$ cat config.mk
export PLATFORM = sky130hd
export DESIGN_NAME = div_controller
export DESIGN_NICKNAME = d
export VERILOG_FILES = /design/src/rtl/div_pkg.sv /design/src/rtl/div_iter_counter.sv /design/src/rtl/div_controller.sv
export SDC_FILE = /design/constraint.sdc
export NUM_CORES = 1
export LEC_CHECK = 0
export ABC_AREA = 0
export BUFFER_PORTS_ARGS = -buffer_cell sky130_fd_sc_hd__buf_4
export CORE_MARGIN = 3
export CORE_UTILIZATION = 35
export CTS_CLUSTER_SIZE = 30
export DETAILED_ROUTE_END_ITERATION = 8
export SLEW_MARGIN = 20
export SYNTH_ARGS = -nofsm -noshare
export SYNTH_HDL_FRONTEND = slang
export SYNTH_SLANG_ARGS = --single-unit
$ cat constraint.sdc
create_clock -name clk -period 1.81 [get_ports clk]
set_input_delay 0.0905 -clock clk [delete_from_list [all_inputs] [get_ports clk]]
set_output_delay 0.0905 -clock clk [all_outputs]
set_load 0.01 [all_outputs]
$ cat src/rtl/div_pkg.sv
// rtl/div_pkg.sv - shared types and defaults for the repeated-subtraction divider
package div_pkg;

  localparam int DIV_W            = 8;
  localparam int DEFAULT_MAX_ITER = 255;

  typedef enum logic [2:0] {
    IDLE,
    CLR,
    LDN,
    LDP,
    ITER,
    STOPZ,
    DONE
  } div_state_t;

endpackage

$ cat src/rtl/div_iter_counter.sv
// rtl/div_iter_counter.sv - saturating iteration counter bounding the subtract loop
module div_iter_counter
  import div_pkg::*;
#(
  parameter int W   = DIV_W,
  parameter int MAX = DEFAULT_MAX_ITER
) (
  input  logic clk,
  input  logic rst,
  input  logic clr,
  input  logic inc,
  output logic at_max
);

  localparam logic [W-1:0] MAX_V = W'(MAX);

  logic [W-1:0] count;

  // Holds at MAX_V so a stuck compare flag can never wrap the count.
  always_ff @(posedge clk) begin
    if (rst || clr) begin
      count <= '0;
    end else if (inc && !at_max) begin
      count <= count + W'(1);
    end
  end

  assign at_max = (count == MAX_V);

endmodule

$ cat src/rtl/div_controller.sv
// rtl/div_controller.sv - divider sequencing FSM; DIV_ZERO_CHECK_EN adds early zero-divisor stop
module div_controller
  import div_pkg::*;
#(
  parameter int CNT_W    = DIV_W,
  parameter int MAX_ITER = DEFAULT_MAX_ITER
) (
  input  logic clk,
  input  logic rst,
  input  logic start,
  input  logic data_zero,
  input  logic PgtN,
  output logic clear,
  output logic loadN,
  output logic loadP,
  output logic loadS,
  output logic incQ,
  output logic stop,
  output logic busy,
  output logic done,
  output logic err
);

  div_state_t state;
  div_state_t state_next;
  logic       at_max;
  logic       err_set;
  logic       err_clr;

  div_iter_counter #(
    .W   (CNT_W),
    .MAX (MAX_ITER)
  ) u_iter_counter (
    .clk    (clk),
    .rst    (rst),
    .clr    (clear),
    .inc    (incQ),
    .at_max (at_max)
  );

`ifndef DIV_ZERO_CHECK_EN
  logic unused_data_zero;
  assign unused_data_zero = data_zero;
`endif

  assign loadS = 1'b0;

  always_ff @(posedge clk) begin
    if (rst) begin
      state <= IDLE;
      err   <= 1'b0;
    end else begin
      state <= state_next;
      if (err_clr) begin
        err <= 1'b0;
      end else if (err_set) begin
        err <= 1'b1;
      end
    end
  end

  always_comb begin
    state_next = state;
    clear      = 1'b0;
    loadN      = 1'b0;
    loadP      = 1'b0;
    incQ       = 1'b0;
    stop       = 1'b0;
    busy       = 1'b0;
    done       = 1'b0;
    err_set    = 1'b0;
    err_clr    = 1'b0;
    case (state)
      IDLE: begin
        if (start) begin
          state_next = CLR;
          err_clr    = 1'b1;
        end
      end
      CLR: begin
        busy       = 1'b1;
        clear      = 1'b1;
        state_next = LDN;
      end
      LDN: begin
        busy       = 1'b1;
        loadN      = 1'b1;
        state_next = LDP;
      end
      LDP: begin
        busy       = 1'b1;
        loadP      = 1'b1;
`ifdef DIV_ZERO_CHECK_EN
        if (data_zero) begin
          state_next = STOPZ;
          err_set    = 1'b1;
        end else begin
          state_next = ITER;
        end
`else
        state_next = ITER;
`endif
      end
      ITER: begin
        busy = 1'b1;
        // Compare flag still set with the counter exhausted means overflow.
        if (PgtN && !at_max) begin
          incQ = 1'b1;
        end else begin
          stop       = 1'b1;
          err_set    = PgtN;
          state_next = DONE;
        end
      end
      STOPZ: begin
        busy       = 1'b1;
        stop       = 1'b1;
        state_next = DONE;
      end
      DONE: begin
        busy       = 1'b1;
        done       = 1'b1;
        state_next = IDLE;
      end
      default: state_next = IDLE;
    endcase
  end

endmodule

Yosys cells after proc, flatten, opt, wreduce, memory -nomap -nowiden
Cells that the tools add are included.
- register bits after elaboration: 12
- word-level logic and storage cells: 37
- bits of input ports: 5
- multiplexer cells: 16
- equal/unequal tests: 9
- add/sub/neg operators: 1
- reductions and logical operators: 8
- operators with widths (kind ; count):
    3-bit case mux with 6 select lines ; 1
    1-bit two-way mux ; 12
    3-bit equality test (second input constant) ; 3
    8-bit by 1-bit adder with 8-bit output (second input constant) ; 1
    8-bit equality test (second input constant) ; 1
    3-bit by 2-bit equality test with 1-bit output (second input constant) ; 2
    3-bit two-way mux ; 2
    6-bit OR reduction ; 1
    2-bit inequality test (second input constant) ; 2
    3-bit by 1-bit equality test with 1-bit output (second input constant) ; 1
    3-bit logical NOT ; 1
    1-bit logical AND ; 2
    1-bit case mux with 2 select lines ; 1
    2-bit AND reduction ; 1
    2-bit OR reduction ; 1
    1-bit logical NOT ; 1
    1-bit logical OR ; 1

Logic depth before layout (Yosys ltp)
- depth in word-level cells: 6
- gate-level depth with buffers: 6

Modules after synthesis
Synthesis repeated with hierarchy kept, for this count alone.
- cells, all modules: 76
- area total of the unflattened synthesis: 658.1 sq um
- modules (own cells, without submodules) (module ; cells each ; times used ; area an instance (sq um)):
    div_iter_counter ; 49 ; 1 ; 425.4
    div_controller ; 27 ; 1 ; 232.7

Least setup slack after synthesis
OpenSTA, ideal clock, no wires.
- path type: reg-to-reg
- start point: register u_iter_counter.count[0]
- end point: register u_iter_counter.count[5]
- buffers on the path: 0
- setup time: 0.070 ns
- path slack: 0.382 ns
- period minus slack after synthesis: 1.428 ns
- stages on the path, launching flop included: 6
- arrival: 1.358 ns
- cell sequence: dfxtp_1 > ha_1 > nand4_1 > nor2_1 > or4_1 > a21oi_1
- longest elaborated chain between the ends: 6
- ends and longest elaborated chain (item ; line ; RTL):
    from (decl) ; div_iter_counter.sv:17 ; logic [W-1:0] count;
    from (signal assigned) ; div_iter_counter.sv:24 ; count <= count + W'(1);
    8-bit equality test ; div_iter_counter.sv:28 ; assign at_max = (count == MAX_V);
    1-bit logical NOT ; div_iter_counter.sv:23, div_controller.sv:107 ;
    1-bit logical AND ; div_controller.sv:107 ; if (PgtN && !at_max) begin
    1-bit two-way mux ; div_controller.sv:107 ;
    1-bit two-way mux ; div_controller.sv:73 ; case (state)
    1-bit logical AND ; div_iter_counter.sv:23 ; end else if (inc && !at_max) begin
Parallel ways exist; a longest one is shown, timed or not.
A chain may end at the register's enable or synchronous reset.

Worst setup path in the final report
- start point: register u_iter_counter.count[0]
- end point: output incQ
- longest elaborated chain between the ends: 5
- ends and longest elaborated chain (item ; line ; RTL):
    8-bit equality test ; div_iter_counter.sv:28 ;
    1-bit logical NOT ; div_controller.sv:107 ;
    1-bit logical AND ; div_controller.sv:107 ;
    1-bit two-way mux ; div_controller.sv:107 ;
    1-bit two-way mux ; div_controller.sv:73 ;
    to (decl) ; div_controller.sv:17 ; output logic incQ,
Every way passes these cells.

==> results.txt <==
Vias in the first global route = 469
Pwr per Cell Area = 724 nW/um2
# diodes = 0
Port bufs = 11
DR pass1 iterations = 4
Vias per cell = 4.97
Mapped Area = 626 um2
FF+latch count, synth = 12
Post-synth top area share = 0.384
Register area share after synthesis = 0.384
Final Hold Viols = 0
Synth cell types = 33
Post-Synthesis Net Count = 82
CTS Buffer Depth = 2
Routed wire per std cell = 11.2 um
Total GRT Usage = 0.117
# H-tree levels = 1
Crit-path max cell delay = 370 ps
Die width = 48.3 um
Hpwl dp = 951 um
Area grow syn2layout = 26.6%
VDD IR max = 0.000481 V
Die area = 2330 um2
Syn_area_per_cell = 8.23 um2
Drt total wl = 1300 um
Core region area = 1590 um2
CTS Sinks = 12
Unrepaired setup endpoints after global routing = false
Setup TNS = 0 ps
Remaining DRCs = 0
Ratio of cells with drive above 1 in the final layout = 0.272
Routed vias = 576
Initial Util = 0.392
Crit path top cell by count = buf_4
Kind of critical path = reg -> out
Crit path arrival time = 1590 ps
Largest cells by area after synthesis = dfxtp_1 38%, a21oi_1 5.6%, nor2_1 5.4%
Overflow after GRT = 0
Post-route clock period utilization = 0.927
Starting DRT DRC Count = 5
Hold depth = 2
Max-Cap Viols = 0
Leakage = 0.319 nW
Final min period = 1680 ps
Antenna violations before repair = 0
First-pass GRT wire length = 1930 um
CTS Hold Buffers Added = 0
Critical Path Source Type = flop
Root Driver = clkbuf_4
CP max stage cell = dfxtp_1
Status = completed
Clock Pin Slew Worst Setup and Hold Paths = 80 ps
Pwr Total = 0.000574 W
Die height = 48.3 um
Final slew viol count = 0
F_max = 596 MHz
Antenna viol nets, final = 0
TritonCTS buffer count = 3
Worst-skew pair later-pin latency = 270 ps
Yosys top cell by area = dfxtp_1
Largest net degree at the start of global routing = 10
Site row count = 14
Max FO, Critical Path = 5
TritonCTS clock tree = built
Skew final = 3.23 ps
Final setup vio count = 0
CP required = 1720 ps
Worst path cell trace = ha_1, nand4_1, buf_4, o21ai_4, inv_1, buf_4
# IOs = 14
Fillers = 159
NumNets Final = 99
Gate Count Post-Synth = 76
HP Class = in -> reg
RD Place Congestion = 0.783
Reg2Reg Depth = 7
Yosys Warn Count = 0
CP Capture Type = output port
[cells in the final DEF, fill, tap and decap left out, drive strengths merged, types with 2 or more instances in the layout]
master / netlist / layout
or4: 2 / 2
nor2: 9 / 9
nor3: 2 / 2
o21ai: 4 / 4
inv: 4 / 4
xor2: 2 / 2
and2: 3 / 3
nand2: 6 / 6
a21oi: 7 / 7
nand3: 3 / 3
buf: 2 / 15
dfxtp: 12 / 12
clkbuf: 1 / 4
or3: 3 / 3
a31oi: 2 / 2
[layout make-up]
class,instances,area (um2),area share
flip-flops and latches,12,240,0.303
multi-input cells,57,358,0.452
clock buffers,4,36.3,0.0458
inverters,4,15.0,0.0190
repair buffers,15,113,0.142
well taps,24,30.0,0.0379
[metal layers]
layer / vias to the layer above / GRT usage / share of wire
li1: 300 / - / -
met1: 258 / 0.144 / 0.50
met2: 14 / 0.190 / 0.44
met3: 4 / 0.0221 / 0.049
met4: 0 / 0.0645 / 0.018
met5: - / 0 / 0
[power breakdown]
group	internal, W	switching (W)
sequential	0.000270	0.00000700
clock	0.000122	0.0000933
combinational	0.0000408	0.0000404
[cell families (layout without fill, tap and decap cells)]
kind of cell,count (synthesis),count (layout),synth area share
AOI/OAI and AO/OA,18,18,0.178
xor gates and xnor gates,3,3,0.0420
buffers and inverters,7,23,0.0600
and+or+nand+nor,34,34,0.310
DFF,12,12,0.384
adders and majority gates,1,1,0.0200
other,1,1,0.00599
[flip-flops by register name, summed over array words and instances (netlist names)]
name                  count
err                       1
state                     3
u_iter_counter.count      8
[metrics by stage]
step / setup slack [ps] / util / instance area (um2) / hold WS [ps] / std cells
2_1_floorplan: 382 / - / 626 / 160 / 76
3_3_place_gp: 329 / 0.454 / 723 / 293 / 109
3_5_place_dp: 262 / 0.454 / 723 / 299 / 109
4_1_cts: 50.0 / 0.476 / 759 / 6.19 / 113
5_1_grt: 10.5 / 0.497 / 792 / 1.35 / 116
6_report: 132 / 0.497 / 792 / 5.87 / 116
[timing repair]
| item | in CTS | in global routing |
|---|---|---|
| gates resized for setup | 0 | 2 |
| hold endpoints to repair | 0 | 0 |
| buffers inserted | 0 | 3 |
| endpoints found under the setup margin | 0 | 2 |
[path summary, 6_finish.rpt]
| path | from | end | slack (ps) |
|---|---|---|---|
| max | u_iter_counter.count[0] | incQ | 130 |
| min | rst | state[2] | 6 |
| max reg2reg | u_iter_counter.count[0] | u_iter_counter.count[3] | 230 |
| min reg2reg | u_iter_counter.count[1] | u_iter_counter.count[1] | 490 |
[critical path, delay by kind of cell, from the launching register on]
kind,cells,cell delay [ps]
and+or+nand+nor,1,130
adders and majority gates,1,200
DFF,1,370
buffers and inverters,3,440
AOI/OAI and AO/OA,1,170
[cells in the mapped netlist (all sizes together)]
master	instances
and4bb	1
inv	4
buf	2
nand2b	1
a31oi	2
conb	1
xor2	2
nand3	3
o2111ai	1
o21a	1
o21ai	4
nor3	2
dfxtp	12
or4	2
nand3b	1
o211ai	1
a21oi	7
clkbuf	1
and2	3
o41ai	1
nor4b	1
o31ai	1
ha	1
or3	3
xnor2	1
or2	1
nor2	9
nand2	6
nand4	1
Power figures use the tool's default switching activity.
